===== src/rtl/demapper_if.sv =====
// Symbol-group input and decoded-word output bundle of the RX demapper.
interface demapper_if #(
    parameter int CNT_W = 16
);
    logic             rx_valid;
    logic [6:0]       rx_rotation;
    logic [6:0]       rx_polarity;
    logic [6:0]       rx_flip;
    logic             err_cnt_clr;
    logic [15:0]      rx_data;
    logic             rx_data_valid;
    logic [1:0]       rx_err;
    logic [CNT_W-1:0] err_cnt;
    logic             err_sticky;

    modport master (
        output rx_valid, rx_rotation, rx_polarity, rx_flip, err_cnt_clr,
        input  rx_data, rx_data_valid, rx_err, err_cnt, err_sticky
    );

    modport slave (
        input  rx_valid, rx_rotation, rx_polarity, rx_flip, err_cnt_clr,
        output rx_data, rx_data_valid, rx_err, err_cnt, err_sticky
    );
endinterface


===== src/rtl/demapper.sv =====
// RX demapper: rebuilds the 16-bit word from a 7-lane rotation/polarity/flip
// symbol group through a 2-stage pipeline, with error flags and counter.
module demapper_lane (
    input  logic       rot,
    input  logic       pol,
    input  logic       flip,
    output logic [1:0] pair,
    output logic       bad
);
    assign pair = {rot, pol};
    // a flipped lane is expected to be idle
    assign bad  = flip & (rot | pol);
endmodule

module demapper #(
    parameter int CNT_W = 16
) (
    input logic       clk,
    input logic       rst_n,
    demapper_if.slave bus
);
    localparam int NUM_LANES = 7;
    localparam int STAGES    = 2;

    typedef enum logic [1:0] {CLS_NONE, CLS_ONE, CLS_TWO, CLS_ILL} cls_e;

    typedef struct packed {
        logic [NUM_LANES-1:0] rot;
        logic [NUM_LANES-1:0] pol;
        logic [NUM_LANES-1:0] flip;
        cls_e                 cls;
        logic [2:0]           lo;
        logic [2:0]           hi;
    } s1_t;

    logic [STAGES:0]           vld_pipe;
    s1_t                       s1_d, s1_q;
    logic [2:0]                pop;
    logic [NUM_LANES-1:0][1:0] pair;
    logic [NUM_LANES-1:0]      bad;
    logic [NUM_LANES-1:0][1:0] comp;
    logic [2:0]                pos;
    logic [5:0]                two_code;
    logic [15:0]               data_d, data_q;
    logic [1:0]                err_d, err_q;
    logic                      err_word;
    logic [CNT_W-1:0]          cnt_q;
    logic                      sticky_q;

    // lexicographic index of the first pair whose lower lane is i
    function automatic logic [5:0] pair_base(input logic [2:0] i);
        case (i)
            3'd0:    return 6'd0;
            3'd1:    return 6'd6;
            3'd2:    return 6'd11;
            3'd3:    return 6'd15;
            3'd4:    return 6'd18;
            default: return 6'd20;
        endcase
    endfunction

    assign vld_pipe[0] = bus.rx_valid;

    always_comb begin
        pop = '0;
        s1_d.lo = '0;
        s1_d.hi = '0;
        for (int k = NUM_LANES - 1; k >= 0; k--)
            if (bus.rx_flip[k]) s1_d.lo = 3'(k);
        for (int k = 0; k < NUM_LANES; k++) begin
            pop = pop + 3'(bus.rx_flip[k]);
            if (bus.rx_flip[k]) s1_d.hi = 3'(k);
        end
        s1_d.rot  = bus.rx_rotation;
        s1_d.pol  = bus.rx_polarity;
        s1_d.flip = bus.rx_flip;
        case (pop)
            3'd0:    s1_d.cls = CLS_NONE;
            3'd1:    s1_d.cls = CLS_ONE;
            3'd2:    s1_d.cls = (bus.rx_flip == 7'h60) ? CLS_ILL : CLS_TWO;
            default: s1_d.cls = CLS_ILL;
        endcase
    end

    always_ff @(posedge clk or negedge rst_n) begin
        if (!rst_n) begin
            vld_pipe[STAGES:1] <= '0;
            s1_q               <= '0;
        end else begin
            vld_pipe[STAGES:1] <= vld_pipe[STAGES-1:0];
            if (bus.rx_valid) s1_q <= s1_d;
        end
    end

    for (genvar g = 0; g < NUM_LANES; g++) begin : g_lane
        demapper_lane u_lane (
            .rot  (s1_q.rot[g]),
            .pol  (s1_q.pol[g]),
            .flip (s1_q.flip[g]),
            .pair (pair[g]),
            .bad  (bad[g])
        );
    end

    // pack the pairs of non-flipped lanes downward, lowest lane first
    always_comb begin
        comp = '0;
        pos  = '0;
        for (int k = 0; k < NUM_LANES; k++) begin
            if (!s1_q.flip[k]) begin
                comp[pos] = pair[k];
                pos       = pos + 3'd1;
            end
        end
    end

    assign two_code = 6'h2C + pair_base(s1_q.lo) + {3'b000, s1_q.hi}
                      - {3'b000, s1_q.lo} - 6'd1;

    always_comb begin
        data_d = '0;
        err_d  = {|bad, 1'b0};
        case (s1_q.cls)
            CLS_NONE: data_d = {2'b00, comp};
            CLS_ONE:  data_d = {4'h4 + {1'b0, s1_q.lo}, comp[5:0]};
            CLS_TWO:  data_d = {two_code, comp[4:0]};
            default: begin
                data_d = '0;
                err_d  = 2'b01;
            end
        endcase
    end

    assign err_word = vld_pipe[1] && (err_d != 2'b00);

    always_ff @(posedge clk or negedge rst_n) begin
        if (!rst_n) begin
            data_q   <= '0;
            err_q    <= '0;
            cnt_q    <= '0;
            sticky_q <= 1'b0;
        end else begin
            if (vld_pipe[1]) begin
                data_q <= data_d;
                err_q  <= err_d;
            end else begin
                err_q  <= '0;
            end
            if (bus.err_cnt_clr)
                cnt_q <= err_word ? CNT_W'(1) : '0;
            else if (err_word && (cnt_q != '1))
                cnt_q <= cnt_q + CNT_W'(1);
            if (err_word)
                sticky_q <= 1'b1;
            else if (bus.err_cnt_clr)
                sticky_q <= 1'b0;
        end
    end

    assign bus.rx_data       = data_q;
    assign bus.rx_data_valid = vld_pipe[STAGES];
    assign bus.rx_err        = err_q;
    assign bus.err_cnt       = cnt_q;
    assign bus.err_sticky    = sticky_q;
endmodule

===== src/flat_wrapper.sv =====
// flat-port wrapper written by rule: the top's interface ports become plain ports
module demapper_flat 
#(
    parameter int CNT_W = 16
)
  (clk, rst_n, bus_rx_valid, bus_rx_rotation, bus_rx_polarity, bus_rx_flip, bus_err_cnt_clr, bus_rx_data, bus_rx_data_valid, bus_rx_err, bus_err_cnt, bus_err_sticky);
  demapper_if #(.CNT_W(CNT_W)) bus_i ();
  input logic clk;
  input logic rst_n;
  input wire logic [$bits(bus_i.rx_valid)-1:0] bus_rx_valid;
  input wire logic [$bits(bus_i.rx_rotation)-1:0] bus_rx_rotation;
  input wire logic [$bits(bus_i.rx_polarity)-1:0] bus_rx_polarity;
  input wire logic [$bits(bus_i.rx_flip)-1:0] bus_rx_flip;
  input wire logic [$bits(bus_i.err_cnt_clr)-1:0] bus_err_cnt_clr;
  output wire logic [$bits(bus_i.rx_data)-1:0] bus_rx_data;
  output wire logic [$bits(bus_i.rx_data_valid)-1:0] bus_rx_data_valid;
  output wire logic [$bits(bus_i.rx_err)-1:0] bus_rx_err;
  output wire logic [$bits(bus_i.err_cnt)-1:0] bus_err_cnt;
  output wire logic [$bits(bus_i.err_sticky)-1:0] bus_err_sticky;
  assign bus_i.rx_valid = bus_rx_valid;
  assign bus_i.rx_rotation = bus_rx_rotation;
  assign bus_i.rx_polarity = bus_rx_polarity;
  assign bus_i.rx_flip = bus_rx_flip;
  assign bus_i.err_cnt_clr = bus_err_cnt_clr;
  assign bus_rx_data = bus_i.rx_data;
  assign bus_rx_data_valid = bus_i.rx_data_valid;
  assign bus_rx_err = bus_i.rx_err;
  assign bus_err_cnt = bus_i.err_cnt;
  assign bus_err_sticky = bus_i.err_sticky;
  demapper #(.CNT_W(CNT_W)) u_core (.clk(clk), .rst_n(rst_n), .bus(bus_i));
endmodule

===== config.mk =====
export PLATFORM = sky130hd
export DESIGN_NAME = demapper_flat
export DESIGN_NICKNAME = d
export VERILOG_FILES = /design/src/rtl/demapper_if.sv /design/src/rtl/demapper.sv /design/src/flat_wrapper.sv
export SDC_FILE = /design/constraint.sdc
export NUM_CORES = 1
export LEC_CHECK = 0
export CAP_MARGIN = 15
export CELL_PAD_IN_SITES_DETAIL_PLACEMENT = 1
export CELL_PAD_IN_SITES_GLOBAL_PLACEMENT = 1
export CORE_MARGIN = 5
export CORE_UTILIZATION = 25
export CTS_BUF_LIST = sky130_fd_sc_hd__clkbuf_2
export CTS_CLUSTER_DIAMETER = 40
export DETAILED_ROUTE_END_ITERATION = 8
export PLACE_DENSITY = 0.59
export SLEW_MARGIN = 40
export SYNTH_ARGS = -nofsm -noshare
export SYNTH_HDL_FRONTEND = slang
export SYNTH_SLANG_ARGS = --single-unit

===== constraint.sdc =====
create_clock -name clk -period 3.6 [get_ports clk]
set_input_delay 0.72 -clock clk [delete_from_list [all_inputs] [get_ports clk]]
set_output_delay 0.72 -clock clk [all_outputs]
set_load 0.005 [all_outputs]

# == After elaboration in Yosys (flattened, before gate mapping) ==
# Cells that the tools add are included.
# classes
n_reduce_logical,16
n_addsub,17
n_eq_ne,10
bitwise,14
order_cmp,12
muxes,55
# op_table
op,n
14-bit bitwise mux,6
14-bit 2-to-1 mux,6
16-bit one-hot mux with 3 select lines,1
3-bit 2-to-1 mux,15
2-bit demux with 3-bit select,6
16-bit 2-to-1 mux,2
5-bit one-hot mux with 5 select lines,1
2-bit 2-to-1 mux,11
"3-bit by 4-bit less-than comparator with 1-bit output, second input constant",5
"16-bit by 1-bit adder with 16-bit output, second input constant",1
"16-bit inequality test, second input constant",1
3-bit by 1-bit adder with 3-bit output,5
"3-bit by 1-bit greater-or-equal comparator with 1-bit output, second input constant",5
"3-bit by 1-bit adder with 3-bit output, second input constant",4
"3-bit by 2-bit equality test with 1-bit output, second input constant",3
1-bit logical AND,8
1-bit AND,7
"7-bit equality test, second input constant",1
1-bit OR,7
7-bit OR reduction,1
6-bit by 3-bit adder with 6-bit output,1
"6-bit by 5-bit adder with 6-bit output, first input constant",1
"3-bit by 1-bit equality test with 1-bit output, second input constant",2
3-bit zero test,2
other kinds (15),22
# word_totals
inputBits,25
elab_cells,135
register_bits,66

# == Depth between registers and ports, before layout ==
# logic_depth
depth_word,18
mapped_depth,16
depth_no_buf,16

# == Modules after synthesis ==
# From an unflattened synthesis, not the netlist that was laid out.
# hier_totals
hier_cells,524
hier_area_um2,4959.8
# modules_own_cells
mod,area_each_um2,cells_each,instances
demapper,4802.1,503,1
demapper_lane,22.5,3,7

# == Least setup slack after synthesis ==
# OpenSTA, ideal clock, no wires.
# synth_timing
path_kind,reg2reg
startpoint,reg u_core.s1_q[10] in the netlist's numbering
endpoint,reg u_core.data_q[10] (netlist: u_core.bus.rx_data[10])
t_arrival_ns,3.304
path_stages_with_launch,15
n_path_buf,1
period_less_slack_ns,3.428
slack_ns,0.172
setup_time_ns,0.124
path_cell_list,dfrtp_1 -> buf_2 -> inv_1 -> fa_1 -> ha_1 -> nor2_1 -> a31oi_1 -> ha_1 -> nand2b_1 -> nand2_1 -> ha_1 -> or4_1 -> a21oi_1 -> a21oi_1 -> o31a_1
# synth_via
elab_chain_cells,14
# synth_lines
element,line,rtl
from (decl),demapper.sv:37,"s1_t s1_d, s1_q;"
from (signal assigned),demapper.sv:88,s1_q <= '0;
from (signal assigned),demapper.sv:91,if (bus.rx_valid) s1_q <= s1_d;
3-bit 2-to-1 mux,demapper.sv:110,if (!s1_q.flip[k]) begin
"3-bit by 1-bit adder with 3-bit output, or another cell as far along",demapper.sv:112,pos = pos + 3'd1;
3-bit 2-to-1 mux / 1-bit logical AND (equally long branches),"demapper.sv:110, demapper.sv:111",
"3-bit by 1-bit adder with 3-bit output, or another cell as far along",demapper.sv:112,
"3-bit 2-to-1 mux, or another cell as far along",demapper.sv:110,
"3-bit by 1-bit adder with 3-bit output, or another cell as far along",demapper.sv:112,
"3-bit 2-to-1 mux, or another cell as far along",demapper.sv:110,
"3-bit by 4-bit less-than comparator with 1-bit output (not written as such), or another cell as far along",demapper.sv:111,comp[pos] = pair[k];
"1-bit logical AND (not written as such), or another cell as far along",demapper.sv:111,
2-bit 2-to-1 mux (not written as such) / 14-bit bitwise mux (equally long branches),demapper.sv:111,
2-bit demux with 3-bit select / 14-bit 2-to-1 mux (equally long branches),-,
14-bit bitwise mux,demapper.sv:111,
14-bit 2-to-1 mux (*),demapper.sv:110,
16-bit one-hot mux with 3 select lines (*),demapper.sv:123,case (s1_q.cls)
to (signal assigned),demapper.sv:144,data_q <= data_d;
to (decl),demapper.sv:44,"logic [15:0] data_d, data_q;"
# Mark *: on every way between the ends. The rest lies on a longest branch, timed or not.
# A chain may end at the register's enable or synchronous reset.

# == Worst setup path in the final report ==
# layout_timing
startpoint,reg u_core.s1_q[8] in the netlist's numbering
endpoint,reg u_core.data_q[11] (netlist: u_core.bus.rx_data[11])
# layout_via
elab_chain_cells,18
# layout_lines
element,line
1-bit 2-to-1 mux (*),demapper.sv:110
"1-bit by 1-bit adder with 2-bit output, or another cell as far along",demapper.sv:112
3-bit 2-to-1 mux / 1-bit logical AND (equally long branches),"demapper.sv:110, demapper.sv:111"
"3-bit by 1-bit adder with 3-bit output, or another cell as far along",demapper.sv:112
"3-bit 2-to-1 mux, or another cell as far along",demapper.sv:110
"3-bit by 1-bit adder with 3-bit output, or another cell as far along",demapper.sv:112
"3-bit 2-to-1 mux, or another cell as far along",demapper.sv:110
"3-bit by 1-bit adder with 3-bit output, or another cell as far along",demapper.sv:112
[2 not listed],-
"3-bit 2-to-1 mux, or another cell as far along",demapper.sv:110
"3-bit by 4-bit less-than comparator with 1-bit output (not written as such), or another cell as far along",demapper.sv:111
"1-bit logical AND (not written as such), or another cell as far along",demapper.sv:111
2-bit 2-to-1 mux (not written as such) / 14-bit bitwise mux (equally long branches),demapper.sv:111
2-bit demux with 3-bit select / 14-bit 2-to-1 mux (equally long branches),-
14-bit bitwise mux,demapper.sv:111
14-bit 2-to-1 mux (*),demapper.sv:110
16-bit one-hot mux with 3 select lines (*),demapper.sv:123
# Marked as above.

==> metrics.yaml <==
final_net_count: 636
clk_latency_ps: 560
avgSynthCellArea_um2: 9.12
cp_slowest_cell: "or4_4"
rows: 50
rsz0062_at_grt: "no"
fp.dieH_um: 147
core_um2: 18600
arrival_ps: 3860
drt_pass1_iterations: 4
utilization_pct: 31.5
antenna_found_initial: 1
hold_viol: 0
vias: 4210
max_freq_mhz: 295
avgRoutedWirePerCell_um: 18.0
io_buffer_count: 60
antenna_left: 0
yosysSeqAreaShare_pct: 35.2
syn_to_final_growth_pct: 24.7
layoutNonFillerInstCount: 824
netlist-cell-type-count: 70
vias_per_cell: 5.11
drcViolationCount: 0
cp_max_fo: 6
yosys.cell_count.top_type: "dfrtp_1"
ff_latch_area_um2: 1650
grt_pass1_wl_um: 24300
synthAdderAreaFrac_pct: 8.49
cp_top_family: "adder cells"
drt_iter0_drc: 178
dpl.hpwl_um: 11500
critPathKind: "reg2reg"
worst_path_largest_cell_delay_ps: 520
yosysWarnings: 0
pwr-share-clk_pct: 17.6
period_minus_slack_ps: 3390
yosys.area.top_type: "dfrtp_1"
hold_class: "in2async"
routed_wl_um: 14800
grt_max_degree: 42
clockBufferDepth: 2
synth_top_cell_area_share_pct: 35.2
setup_viol: 0
postCtsHoldBufs: 0
p_seq_share_pct: 36.7
crit_chain: "inv_4 > fa_1 > ha_1 > nor2_1 > a31oi_1 > ha_1 > nand2b_1 > nand2_1 > ha_1 > or4_4 > a21oi_4 > buf_4 > a21oi_1 > o31a_1"
die_area_um2: 21600
status: "completed"
worstPathRequired_ps: 4070
cts_tree: "yes"
p_int_mw: 1.60
grt_overflow: 0
synth-edff-count: 0
period_share_pct: 94.1
syn-num-nets: 566
cts_root_buffer: "clkbuf_2"
synth_top_family_by_area: "simple AND/OR/NAND/NOR gates"
synth-seq-cells: 66
skew_ps: 38.4
power_density_nw_per_um2: 462
synthSimpleGateAreaFrac_pct: 19.2
synthTopCellsByArea: "dfrtp_1 (35%), mux2_2 (5.3%), ha_1 (5.1%), nor2_1 (3.5%), fa_1 (3.4%)"
clk_pin_slew_ps: 230
netlist_instances: 514
startpoint_type: "flop"
start_util_pct: 25.2
synth_xor_xnor_area_share_pct: 5.92
switching_share_pct: 40.7
grt_pass1_vias: 4538
leakage_nw: 2.45
grtUsageTotal_pct: 14.0
layout-drive-gt1-share_pct: 15.1
post-place-cells: 806
cts_buffers: 9
relSlewSlack_pct: 46.2
ys.flop_type: "dfrtp_1"
critPathMostFrequentCell: "ha_1"
worst-path-buf-inv: 2
synth_area_um2: 4690
fp.dieW_um: 147
p_comb_share_pct: 45.7
peakVddDrop_mv: 0.176
report.final.slew_viol_count: 0
cap_violations: 0
n_fill_cell: 2126
p_sw_mw: 1.10
end_kind: "flop"
synthTopCellsByCount: "dfrtp_1 (66), nor2_1 (44), nand2_1 (37)"
async_flop_share_pct: 100
tightest_slew_ps: 803
cts_sinks: 66
synth_compound_area_share_pct: 17.9
multi_input_area_um2: 2820
gp_congestion: 0.826
ios: 61
synth_mux_area_share_pct: 7.66
htree_num_levels: 3
[worst reg2reg max path: stages, from the launching register on]
cell and delay (ps):
dfrtp_2 490, inv_4 100, fa_1 440, ha_1 320
nor2_1 40, a31oi_1 160, ha_1 260, nand2b_1 100
nand2_1 80, ha_1 310, or4_4 520, a21oi_4 180
buf_4 140, a21oi_1 60, o31a_1 100
[layout make-up]
cell class | instances | share of cell area [%]
antenna | 1 | 0.0428
clock buffer | 9 | 0.771
clock inverter | 7 | 1.31
inverter | 37 | 2.46
multi-input combinational | 381 | 48.2
sequential | 66 | 28.3
tap | 234 | 5.01
timing repair buffer | 89 | 14.0
[cells by family (layout without fill, tap and decap cells)]
logic type / after synthesis / after routing
simple gates: 175 / 175
compound gates: 121 / 121
buf+inv: 67 / 142
flops: 66 / 66
mux: 33 / 33
fa+ha+maj: 27 / 27
xor+xnor: 25 / 25
other cells: 0 / 1
[registers in the layout (all words and copies together), names as in the netlist]
signal                    flops
u_core.bus.err_cnt           16
u_core.bus.err_sticky         1
u_core.bus.rx_data           16
u_core.bus.rx_data_valid      1
u_core.bus.rx_err             2
u_core.s1_q                  29
u_core.vld_pipe               1
[metrics by stage]
stage               setup slack [ps]  area, um2  total power, mW  setup TNS [ps]  hold slack [ps]
global route                    2.99       5850             2.93               0             33.0
finish                           211       5850             2.70               0             88.7
floorplan                        172       4690             1.70               0              352
CTS                             58.9       5790             2.70               0             51.1
detailed placement              -203       5660             2.21            -203              488
global placement                -168       5650             2.18            -168              487
[timing repair]
action,in CTS,in global routing
hold endpoints to repair,0,0
endpoints found under the setup margin,1,7
resized for setup,1,12
buffers inserted,0,1
[final timing paths]
check / endpoint / startpoint / depth (start not counted) / slack (ps)
max: u_core.bus.rx_data[11] / u_core.s1_q[8] / 14 / 210
min: u_core.bus.err_sticky / rst_n / 1 / 90
max reg2reg: u_core.bus.rx_data[11] / u_core.s1_q[8] / 14 / 210
min reg2reg: u_core.bus.rx_data[5] / u_core.bus.rx_data[5] / 1 / 520
max in group asynchronous: u_core.s1_q[9] / rst_n / 2 / 2850
min in group clk: u_core.bus.rx_data[5] / u_core.bus.rx_data[5] / 1 / 520
[cells in the final DEF, fill, tap and decap left out, drive strengths merged, types with 10 or more instances in the layout]
cell type and instances:
a21oi 24, nand2b 12, a32oi 10, nor4 11, buf 30, nand2 37
nand3 16, dfrtp 66, nor3 11, ha 19, mux2 23, xnor2 19
clkdlybuf4s50 59, nor2 46, o21ai 35, inv 39, mux2i 10
[layer usage]
layer / share of wire (%) / vias to the layer above / GRT usage [%]
met4: 2.4 / 0 / 5.03
met5: 0 / - / 0
met2: 50 / 60 / 24.1
met3: 3.1 / 21 / 2.65
li1: - / 1993 / -
met1: 44 / 2136 / 17.7
[power by group through the flow]
stage	Sequential (mW)	Combinational (mW)	Clock, mW
finish	0.992	1.23	0.476
CTS	0.995	1.21	0.497
floorplan	0.927	0.773	0
global route	1.01	1.38	0.538
global placement	1.00	1.18	0
detailed placement	1.01	1.20	0
No activity file was read; power rests on OpenSTA's default activity.
